### src/rtl/rv32_ctrl_pkg.sv
// Shared control definitions for the RV32I pipeline sequencer.
package rv32_ctrl_pkg;

   typedef enum logic [1:0] {
      StIdle,
      StRun,
      StDrain,
      StHalt
   } seq_state_e;

   // addi x0, x0, 0
   localparam logic [31:0] NOP_INSTR = 32'h0000_0013;

   // EX, MEM and WB still have to retire after an ECALL leaves ID.
   localparam int unsigned DefaultDrainCycles = 3;

   localparam logic [4:0] RegZero = 5'd0;

endpackage

### src/rtl/pipeline_sequencer_if.sv
// Control bus between the pipeline sequencer and the datapath stages.
interface pipeline_sequencer_if #(
   parameter int unsigned CNT_W = 32
);

   // Datapath status into the sequencer
   logic             Start;
   logic [4:0]       Id_rs1;
   logic [4:0]       Id_rs2;
   logic             Id_uses_rs1;
   logic             Id_uses_rs2;
   logic             Id_ecall;
   logic [4:0]       Ex_rd;
   logic             Ex_mem_read;
   logic             Ex_redirect;
   logic [31:0]      Ex_target;
   logic             Mem_stall;
   logic [31:0]      Pc;

   // Sequencer controls out to the PC and pipeline registers
   logic             Pc_enable;
   logic             Pc_control;
   logic [31:0]      Pc_target;
   logic             IfId_enable;
   logic             IdEx_enable;
   logic             ExMem_enable;
   logic             IfId_flush;
   logic             IdEx_flush;
   logic             Halted;
   logic [CNT_W-1:0] Cycle_count;
   logic [CNT_W-1:0] Stall_count;
   logic [CNT_W-1:0] Flush_count;

   modport master (
      input  Start, Id_rs1, Id_rs2, Id_uses_rs1, Id_uses_rs2, Id_ecall,
             Ex_rd, Ex_mem_read, Ex_redirect, Ex_target, Mem_stall, Pc,
      output Pc_enable, Pc_control, Pc_target, IfId_enable, IdEx_enable,
             ExMem_enable, IfId_flush, IdEx_flush, Halted,
             Cycle_count, Stall_count, Flush_count
   );

   modport slave (
      output Start, Id_rs1, Id_rs2, Id_uses_rs1, Id_uses_rs2, Id_ecall,
             Ex_rd, Ex_mem_read, Ex_redirect, Ex_target, Mem_stall, Pc,
      input  Pc_enable, Pc_control, Pc_target, IfId_enable, IdEx_enable,
             ExMem_enable, IfId_flush, IdEx_flush, Halted,
             Cycle_count, Stall_count, Flush_count
   );

endinterface

### src/rtl/hazard_detect.sv
// Load-use hazard compare between the load in EX and the sources of ID.
module hazard_detect
   import rv32_ctrl_pkg::*;
(
   input  logic       ex_mem_read_i,
   input  logic [4:0] ex_rd_i,
   input  logic [4:0] id_rs1_i,
   input  logic [4:0] id_rs2_i,
   input  logic       id_uses_rs1_i,
   input  logic       id_uses_rs2_i,
   output logic       load_use_o
);

   logic rs1_hit;
   logic rs2_hit;

   // x0 is never a real dependency, so a load into x0 cannot stall
   always_comb begin
      rs1_hit    = id_uses_rs1_i && (id_rs1_i == ex_rd_i);
      rs2_hit    = id_uses_rs2_i && (id_rs2_i == ex_rd_i);
      load_use_o = ex_mem_read_i && (ex_rd_i != RegZero) && (rs1_hit || rs2_hit);
   end

endmodule

### src/rtl/pipeline_sequencer.sv
// Pipeline control unit: start-up, interlocks, redirects, ECALL drain and perf counters.
module pipeline_sequencer
   import rv32_ctrl_pkg::*;
#(
   parameter int unsigned DRAIN_CYCLES = DefaultDrainCycles,
   parameter int unsigned CNT_W        = 32
) (
   input  logic                 Clk,
   input  logic                 Reset,
   pipeline_sequencer_if.master bus
);

   localparam int unsigned DrainW = (DRAIN_CYCLES > 1) ? $clog2(DRAIN_CYCLES) : 1;
   localparam logic [DrainW-1:0] DrainLoad = DrainW'(DRAIN_CYCLES - 1);

   seq_state_e        state_q, state_d;
   logic [DrainW-1:0] drain_q, drain_d;
   // Low for the first edge after reset so a Start coincident with release is dropped
   logic              armed_q;
   logic [CNT_W-1:0]  cycle_q, cycle_d;
   logic [CNT_W-1:0]  stall_q, stall_d;
   logic [CNT_W-1:0]  flush_q, flush_d;

   logic        load_use;
   logic [31:0] redirect_tgt;
   logic        cyc_inc, stl_inc, fls_inc;
   logic        pc_en, pc_ctl, ifid_en, idex_en, exmem_en, ifid_fl, idex_fl;
   logic [31:0] pc_tgt;

   hazard_detect u_hazard (
      .ex_mem_read_i (bus.Ex_mem_read),
      .ex_rd_i       (bus.Ex_rd),
      .id_rs1_i      (bus.Id_rs1),
      .id_rs2_i      (bus.Id_rs2),
      .id_uses_rs1_i (bus.Id_uses_rs1),
      .id_uses_rs2_i (bus.Id_uses_rs2),
      .load_use_o    (load_use)
   );

   // PC adds the offset, so convert the absolute target into a relative one
   assign redirect_tgt = bus.Ex_target - bus.Pc;

   // Next-state and control outputs, priority freeze > redirect > load-use > ecall
   always_comb begin
      state_d  = state_q;
      drain_d  = drain_q;
      pc_en    = 1'b0;
      pc_ctl   = 1'b0;
      pc_tgt   = '0;
      ifid_en  = 1'b1;
      idex_en  = 1'b1;
      exmem_en = 1'b1;
      ifid_fl  = 1'b0;
      idex_fl  = 1'b0;
      cyc_inc  = 1'b0;
      stl_inc  = 1'b0;
      fls_inc  = 1'b0;
      unique case (state_q)
         StIdle: begin
            ifid_fl = 1'b1;
            idex_fl = 1'b1;
            if (bus.Start && armed_q) state_d = StRun;
         end
         StRun: begin
            cyc_inc = 1'b1;
            if (bus.Mem_stall) begin
               ifid_en  = 1'b0;
               idex_en  = 1'b0;
               exmem_en = 1'b0;
               stl_inc  = 1'b1;
            end else if (bus.Ex_redirect) begin
               pc_en   = 1'b1;
               pc_ctl  = 1'b1;
               pc_tgt  = redirect_tgt;
               ifid_fl = 1'b1;
               idex_fl = 1'b1;
               fls_inc = 1'b1;
            end else if (load_use) begin
               ifid_en = 1'b0;
               idex_fl = 1'b1;
               stl_inc = 1'b1;
            end else if (bus.Id_ecall) begin
               ifid_fl = 1'b1;
               drain_d = DrainLoad;
               state_d = StDrain;
            end else begin
               pc_en = 1'b1;
            end
         end
         StDrain: begin
            cyc_inc = 1'b1;
            ifid_fl = 1'b1;
            if (bus.Mem_stall) begin
               ifid_en  = 1'b0;
               idex_en  = 1'b0;
               exmem_en = 1'b0;
            end else if (bus.Ex_redirect) begin
               // An older branch in EX makes the ECALL wrong-path: abandon the drain
               pc_en   = 1'b1;
               pc_ctl  = 1'b1;
               pc_tgt  = redirect_tgt;
               idex_fl = 1'b1;
               fls_inc = 1'b1;
               state_d = StRun;
            end else if (drain_q == '0) begin
               state_d = StHalt;
            end else begin
               drain_d = drain_q - 1'b1;
            end
         end
         StHalt: begin
            ifid_en  = 1'b0;
            idex_en  = 1'b0;
            exmem_en = 1'b0;
         end
         default: state_d = StIdle;
      endcase
   end

   // Saturating performance counters
   always_comb begin
      cycle_d = (cyc_inc && (cycle_q != '1)) ? cycle_q + CNT_W'(1) : cycle_q;
      stall_d = (stl_inc && (stall_q != '1)) ? stall_q + CNT_W'(1) : stall_q;
      flush_d = (fls_inc && (flush_q != '1)) ? flush_q + CNT_W'(1) : flush_q;
   end

   // State, drain counter and counters with asynchronous active-low reset
   always_ff @(posedge Clk or negedge Reset) begin
      if (!Reset) begin
         state_q <= StIdle;
         drain_q <= '0;
         armed_q <= 1'b0;
         cycle_q <= '0;
         stall_q <= '0;
         flush_q <= '0;
      end else begin
         state_q <= state_d;
         drain_q <= drain_d;
         armed_q <= 1'b1;
         cycle_q <= cycle_d;
         stall_q <= stall_d;
         flush_q <= flush_d;
      end
   end

   assign bus.Pc_enable    = pc_en;
   assign bus.Pc_control   = pc_ctl;
   assign bus.Pc_target    = pc_tgt;
   assign bus.IfId_enable  = ifid_en;
   assign bus.IdEx_enable  = idex_en;
   assign bus.ExMem_enable = exmem_en;
   assign bus.IfId_flush   = ifid_fl;
   assign bus.IdEx_flush   = idex_fl;
   assign bus.Halted       = (state_q == StHalt);
   assign bus.Cycle_count  = cycle_q;
   assign bus.Stall_count  = stall_q;
   assign bus.Flush_count  = flush_q;

endmodule

### src/flat_wrapper.sv
// flat-port wrapper written by rule: the top's interface ports become plain ports
module pipeline_sequencer_flat import rv32_ctrl_pkg::*;
#(
   parameter int unsigned DRAIN_CYCLES = DefaultDrainCycles,
   parameter int unsigned CNT_W        = 32
)
  (Clk, Reset, bus_Start, bus_Id_rs1, bus_Id_rs2, bus_Id_uses_rs1, bus_Id_uses_rs2, bus_Id_ecall, bus_Ex_rd, bus_Ex_mem_read, bus_Ex_redirect, bus_Ex_target, bus_Mem_stall, bus_Pc, bus_Pc_enable, bus_Pc_control, bus_Pc_target, bus_IfId_enable, bus_IdEx_enable, bus_ExMem_enable, bus_IfId_flush, bus_IdEx_flush, bus_Halted, bus_Cycle_count, bus_Stall_count, bus_Flush_count);
  pipeline_sequencer_if #(.CNT_W(CNT_W)) bus_i ();
  input  logic Clk;
  input  logic Reset;
  input wire logic [$bits(bus_i.Start)-1:0] bus_Start;
  input wire logic [$bits(bus_i.Id_rs1)-1:0] bus_Id_rs1;
  input wire logic [$bits(bus_i.Id_rs2)-1:0] bus_Id_rs2;
  input wire logic [$bits(bus_i.Id_uses_rs1)-1:0] bus_Id_uses_rs1;
  input wire logic [$bits(bus_i.Id_uses_rs2)-1:0] bus_Id_uses_rs2;
  input wire logic [$bits(bus_i.Id_ecall)-1:0] bus_Id_ecall;
  input wire logic [$bits(bus_i.Ex_rd)-1:0] bus_Ex_rd;
  input wire logic [$bits(bus_i.Ex_mem_read)-1:0] bus_Ex_mem_read;
  input wire logic [$bits(bus_i.Ex_redirect)-1:0] bus_Ex_redirect;
  input wire logic [$bits(bus_i.Ex_target)-1:0] bus_Ex_target;
  input wire logic [$bits(bus_i.Mem_stall)-1:0] bus_Mem_stall;
  input wire logic [$bits(bus_i.Pc)-1:0] bus_Pc;
  output wire logic [$bits(bus_i.Pc_enable)-1:0] bus_Pc_enable;
  output wire logic [$bits(bus_i.Pc_control)-1:0] bus_Pc_control;
  output wire logic [$bits(bus_i.Pc_target)-1:0] bus_Pc_target;
  output wire logic [$bits(bus_i.IfId_enable)-1:0] bus_IfId_enable;
  output wire logic [$bits(bus_i.IdEx_enable)-1:0] bus_IdEx_enable;
  output wire logic [$bits(bus_i.ExMem_enable)-1:0] bus_ExMem_enable;
  output wire logic [$bits(bus_i.IfId_flush)-1:0] bus_IfId_flush;
  output wire logic [$bits(bus_i.IdEx_flush)-1:0] bus_IdEx_flush;
  output wire logic [$bits(bus_i.Halted)-1:0] bus_Halted;
  output wire logic [$bits(bus_i.Cycle_count)-1:0] bus_Cycle_count;
  output wire logic [$bits(bus_i.Stall_count)-1:0] bus_Stall_count;
  output wire logic [$bits(bus_i.Flush_count)-1:0] bus_Flush_count;
  assign bus_i.Start = bus_Start;
  assign bus_i.Id_rs1 = bus_Id_rs1;
  assign bus_i.Id_rs2 = bus_Id_rs2;
  assign bus_i.Id_uses_rs1 = bus_Id_uses_rs1;
  assign bus_i.Id_uses_rs2 = bus_Id_uses_rs2;
  assign bus_i.Id_ecall = bus_Id_ecall;
  assign bus_i.Ex_rd = bus_Ex_rd;
  assign bus_i.Ex_mem_read = bus_Ex_mem_read;
  assign bus_i.Ex_redirect = bus_Ex_redirect;
  assign bus_i.Ex_target = bus_Ex_target;
  assign bus_i.Mem_stall = bus_Mem_stall;
  assign bus_i.Pc = bus_Pc;
  assign bus_Pc_enable = bus_i.Pc_enable;
  assign bus_Pc_control = bus_i.Pc_control;
  assign bus_Pc_target = bus_i.Pc_target;
  assign bus_IfId_enable = bus_i.IfId_enable;
  assign bus_IdEx_enable = bus_i.IdEx_enable;
  assign bus_ExMem_enable = bus_i.ExMem_enable;
  assign bus_IfId_flush = bus_i.IfId_flush;
  assign bus_IdEx_flush = bus_i.IdEx_flush;
  assign bus_Halted = bus_i.Halted;
  assign bus_Cycle_count = bus_i.Cycle_count;
  assign bus_Stall_count = bus_i.Stall_count;
  assign bus_Flush_count = bus_i.Flush_count;
  pipeline_sequencer #(.DRAIN_CYCLES(DRAIN_CYCLES), .CNT_W(CNT_W)) u_core (.Clk(Clk), .Reset(Reset), .bus(bus_i));
endmodule
### config.mk
export PLATFORM = sky130hd
export DESIGN_NAME = pipeline_sequencer_flat
export DESIGN_NICKNAME = d
export VERILOG_FILES = /design/src/rtl/rv32_ctrl_pkg.sv /design/src/rtl/pipeline_sequencer_if.sv /design/src/rtl/hazard_detect.sv /design/src/rtl/pipeline_sequencer.sv /design/src/flat_wrapper.sv
export SDC_FILE = /design/constraint.sdc
export NUM_CORES = 1
export LEC_CHECK = 0
export CORE_AREA = 2 2 115 129
export DETAILED_ROUTE_END_ITERATION = 8
export DIE_AREA = 0 0 117 131
export HOLD_SLACK_MARGIN = 0.06
export PLACE_DENSITY = 0.88
export SKIP_CTS_REPAIR_TIMING = 1
export SKIP_LAST_GASP = 1
export SLEW_MARGIN = 15
export SYNTH_ARGS = -nofsm -noshare
export SYNTH_HDL_FRONTEND = slang
export SYNTH_SLANG_ARGS = --single-unit
### constraint.sdc
create_clock -name Clk -period 8.48 [get_ports Clk]
set_clock_uncertainty 0.1 [all_clocks]
set_input_delay 1.696 -clock Clk [delete_from_list [all_inputs] [get_ports Clk]]
set_output_delay 1.696 -clock Clk [all_outputs]
set_load 0.02 [all_outputs]
# After elaboration in Yosys (flattened, before gate mapping)

Cells that the tools add are included.

Flip-flop bits (word level): 101
Output and inout bits: 136
Input port bits: 88
Word-level logic and storage cells: 89

Muxes and demuxes: 43
Eq/ne operators: 17
Add/subtract/negate cells: 5
Reductions and logical operators: 18

Operators by type and width:

| kind                    | count |
|---|---|
| $add A32 B1 Y32 const B | 3 |
| $mux W32                | 3 |
| $ne A32 B32 Y1 const B  | 3 |
| $sub A32 B32 Y32        | 1 |
| $mux W1                 | 22 |
| $mux W2                 | 11 |
| $reduce_and A8 Y1       | 2 |
| $ne A2 B2 Y1 const B    | 7 |
| $eq A5 B5 Y1            | 2 |
| $logic_and A1 B1 Y1     | 8 |
| $pmux W1 S2             | 3 |
| $pmux W1 S3             | 2 |
| $pmux W2 S3             | 1 |
| $reduce_bool A5 Y1      | 1 |
| $eq A2 B2 Y1 const B    | 2 |
| $logic_not A2 Y1        | 2 |
| $pmux W2 S2             | 1 |
| $reduce_or A2 Y1        | 2 |
| $ne A3 B2 Y1 const B    | 1 |
| $reduce_bool A3 Y1      | 1 |
| $eq A2 B1 Y1 const B    | 1 |
| $ne A2 B1 Y1 const B    | 1 |
| $reduce_bool A2 Y1      | 1 |
| $sub A2 B1 Y2 const B   | 1 |
| $logic_or A1 B1 Y1      | 1 |

# Logic depth before layout (Yosys ltp)

Word-level depth: 9
Depth in mapped cells: 10
Depth with buffers taken out: 10

# Hierarchy

From an unflattened synthesis, not the netlist that was laid out.

Cell total of the unflattened synthesis: 845
Area total of the unflattened synthesis: 7335.8 µm²

Modules (own cells, without submodules):

| module             | instances | area each (µm²) | sequential area each (µm²) | cells each |
|---|---|---|---|---|
| pipeline_sequencer | 1         | 7201.9          | 2527.4                     | 828 |
| hazard_detect      | 1         | 133.9           | 0.0                        | 17 |

# Least setup slack after synthesis

OpenSTA, ideal clock, no wires.

Kind: input -> output
Start: in bus_Ex_target[0]
End: out bus_Pc_target[20]
Slack: 2377 ps
Path buffers: 0
Arrival: 4307 ps
Required time: 6684 ps
Cell stages on the path: 10
Cell sequence: inv_1 > ha_1 > fa_1 > nand2b_1 > a21oi_1 > o21a_1 > a21oi_1 > a21oi_1 > o21ai_0 > a2111oi_0

Longest elaborated chain between the ends: 4

RTL lines:

| element            | RTL line                                           | source |
|---|---|---|
| start: declaration | flat_wrapper.sv:20                                 | `input wire logic [$bits(bus_i.Ex_target)-1:0] bus_Ex_target;` |
| $sub A32 B32 Y32   | pipeline_sequencer.sv:41                           | `assign redirect_tgt = bus.Ex_target - bus.Pc;` |
| $mux W32           | pipeline_sequencer.sv:71, pipeline_sequencer.sv:97 |  |
| $mux W32           | pipeline_sequencer.sv:66                           | `if (bus.Mem_stall) begin` |
| $mux W32           | --                                                 |  |
| end: declaration   | flat_wrapper.sv:25                                 | `output wire logic [$bits(bus_i.Pc_target)-1:0] bus_Pc_target;` |

Every way passes these cells.

# Worst setup path after layout

Start: in bus_Ex_target[0]
End: out bus_Pc_target[18]

The elaborated chain is that of the path after synthesis.

==> results.md <==
* H-tree Lvls at 3
* Slew Viols, Final at 0
* Filler cells at 1088
* Final ANT Viol Nets at 0
* Yosys top cell by area: dfrtp_1
* GRT met1 Usage at 0.3107
* Synth Warn # at 0
* Hold WS at 388.5 ps
* CP Launch Point: bus_Ex_target[0]
* Sequential cell area at 0.002527 sq mm
* IO Port Bufs at 223
* Cts bufs inserted at 9
* Startpoint types: input port
* Routed vias/inst at roughly 5.6
* Fmax at 144.2 MHz
* Critical path required time at 6680 ps
* Worst r2r path cells at 10
* Row cnt at between 40 and 50
* Power density cells at 180.7 mW/mm^2
* Layout cell share with drive strength beyond 1 at 0.03245
* Root buf cell: clkbuf_16
* Sequential share of the synthesized area at 0.3599
* WL/cell at 16.61 um
* Clock Latency Late Sink at 350 ps
* Layout Nets at 1142
* Post-Place Cells at 1193
* Largest cells by area after synthesis: dfrtp_1 36%, xnor2_1 8.7%, ha_1 7.3%
* RR Startpoint: u_core.state_q[0]
* CTS tree: done
* Average cell area after synthesis at 8.832 sq um
* GR Util met2 at 0.4318
* Fin. Hold Viols at 0
* Crit path max fanout at 3
* Clk sink count at ~100
* Synthesized flop and latch total at 101
* Area of the mapped netlist at 0.007022 sq mm
* Slew margin rel. at 0.3033
* CP endpoint kind: primary output
* Clock Pin Slew Worst Setup and Hold Paths at 70 ps
* DR iter-0 viols at about 400
* Pre-CTS WS at 1585 ps
* Worst slew pin tran at around 1000 ps
* Layout Cells excl Fill at 1209
* Starting Density at 0.4980
* Area occupied by multi-input gates at 0.004189 sq mm
* Endpoints failing setup at 0
* Antenna Cells at 0
* Synth Flop Type: dfrtp_1
* Asr flop ratio synth at 1.000
* Hold Crit Class: register to register
* Top cell type's share of synthesized area at 0.3599
* Die height at 131 um
* CTS Buffer Depth at 2
* I/O pins at 224
* Status: complete, no violations
* First-pass GRT wire length at 31240 um
* Final Wtd Congestion at 0.9264
* DP HPWL at 15330 um
* EDFF count, synth at 0
* Gr busiest metal: met2
* Setup crit end: bus_Pc_target[18]
* Area delta synth->final at 38.70%
* Critical path arrival at between 5000 and 6000 ps
* Mapped Cells at around 800
* Initial antenna violation count at 0
* Synth cell types at 62
* Total negative slack at 0 ps
* Max cap viols at 0
* Largest net degree at the start of global routing at 58
* Router iterations before antenna repair at 5
* Leak pwr at 4.322 nW
* Final WS setup at 1548 ps
* Period utilization at 0.8175
* Vias in the first global route at 6441
* Drc violations at 0
* GRT overflow at 0
* Syn Nets at ~930
* Peak supply drop at 0.0002370 V
* All-Layer GR Usage at 0.2577
* Final min period at about 6900 ps
* Met3 GRT Util at 0.08256
* Aggregate routed wire length at 20080 um
* Die Area at about 0.015 sq mm
* Reg-to-Reg End: u_core.bus.Flush_count[7]
* Via count at about 6700
* Die X at 117 um
* Core area at 0.01410 sq mm
* Final Util at 0.6907
* CP Class: input port to primary output
* R2r setup slk at roughly 5200 ps
* RSZ-0062 raised after global routing: false
==> synthesized netlist by cell type, types with 2 or more instances <==
master      n
and2_1     11
a211oi_1    3
a311oi_1    2
o211a_1     4
dfrtp_1   101
or4_1       2
nor4_1     11
a31oi_1     4
nand2b_1   10
nor3_1     33
nand3_1    50
o31a_1      2
a21o_1     10
o21a_1     10
mux2_2      3
ha_1       41
o21ai_0    21
and4_1      8
clkbuf_1   16
or2_2       2
or3_1       4
nor2_1     53
and3_1     28
nand4_1    25
o21bai_1    4
nor2b_1     5
a211o_1     3
xnor2_1    70
a21oi_1    37
a21boi_0    5
inv_1      59
mux2i_1     8
xor2_1     46
nand2_1    66
o211ai_1    8
nor3b_1     4
==> area by class of cell <==
| type | instances | share of cell area |
|---|---|---|
| repair buffers | 225 | 0.2305 |
| inverters | 59 | 0.02274 |
| multi-input cells | 616 | 0.4301 |
| clock buffers | 10 | 0.02351 |
| clock inverters | 6 | 0.008993 |
| well taps | 192 | 0.02467 |
| flip-flops and latches | 101 | 0.2595 |
==> worst min path at each step <==
| stage | from | end | depth (start not counted) |
|---|---|---|---|
| after floorplan | u_core.drain_q[1] | u_core.drain_q[1] | 1 |
| after global placement | u_core.bus.Stall_count[17] | u_core.bus.Stall_count[17] | 1 |
| after detailed placement | u_core.bus.Cycle_count[7] | u_core.bus.Cycle_count[7] | 1 |
| after CTS | u_core.bus.Stall_count[10] | u_core.bus.Stall_count[10] | 1 |
| after global routing | u_core.bus.Cycle_count[7] | u_core.bus.Cycle_count[7] | 1 |
| final | u_core.bus.Cycle_count[18] | u_core.bus.Cycle_count[18] | 1 |
==> power breakdown <==
part	internal [mW]	switching, mW
registers	0.531	0.0641
clock network	0.259	0.184
logic	0.328	0.394
==> layer usage <==
metal,share of wire,routed length [um]
met4,0.027,533
met2,0.47,9502
met5,0,0
met1,0.40,8048
met3,0.099,1996
==> sequential cells by signal, indices dropped and copies added (netlist names) <==
signal and cells:
u_core.bus.Flush_count 32, u_core.armed_q 1, u_core.bus.Stall_count 32, u_core.drain_q 2
u_core.bus.Cycle_count 32, u_core.state_q 2
==> critical path: stages <==
cell	delay, ps
clkdlybuf4s50_1	460
inv_1	60
ha_1	180
fa_1	400
nand2b_1	180
a21oi_1	230
o21ai_0	130
o311ai_0	580
nor2b_1	210
nor3_1	60
nor3_1	270
clkdlybuf4s50_1	680
==> layout by cell type, fill, tap and decap left out, drive strengths merged, types with 22 or more instances in the layout <==
cell type	count
a21oi	37
and3	28
clkdlybuf4s50	222
dfrtp	101
ha	41
inv	59
nand2	67
nand3	51
nand4	27
nor2	53
nor3	33
o21ai	22
xnor2	70
xor2	46
==> metrics by stage <==
| step | total power [mW] | cell area [sq um] |
|---|---|---|
| 2_1_floorplan | 1.012 | 7022 |
| 3_3_place_gp | 1.302 | 9423 |
| 3_5_place_dp | 1.320 | 9423 |
| 4_1_cts | 1.769 | 9739 |
| 5_1_grt | 1.852 | 9739 |
| 6_report | 1.760 | 9739 |
==> kinds of logic (layout without fill, tap and decap cells) <==
| kind of cell | Yosys count | in the layout | synth area share |
|---|---|---|---|
| simple gates | 321 | 321 | 0.2400 |
| compound gates | 125 | 125 | 0.1192 |
| xor+xnor | 116 | 116 | 0.1447 |
| flops | 101 | 101 | 0.3599 |
| buf+inv | 78 | 300 | 0.04348 |
| fa+ha+maj | 42 | 42 | 0.07591 |
| mux | 11 | 11 | 0.01622 |
| other cells | 1 | 1 | 0.0005341 |
(Power assumes the default switching activity.)
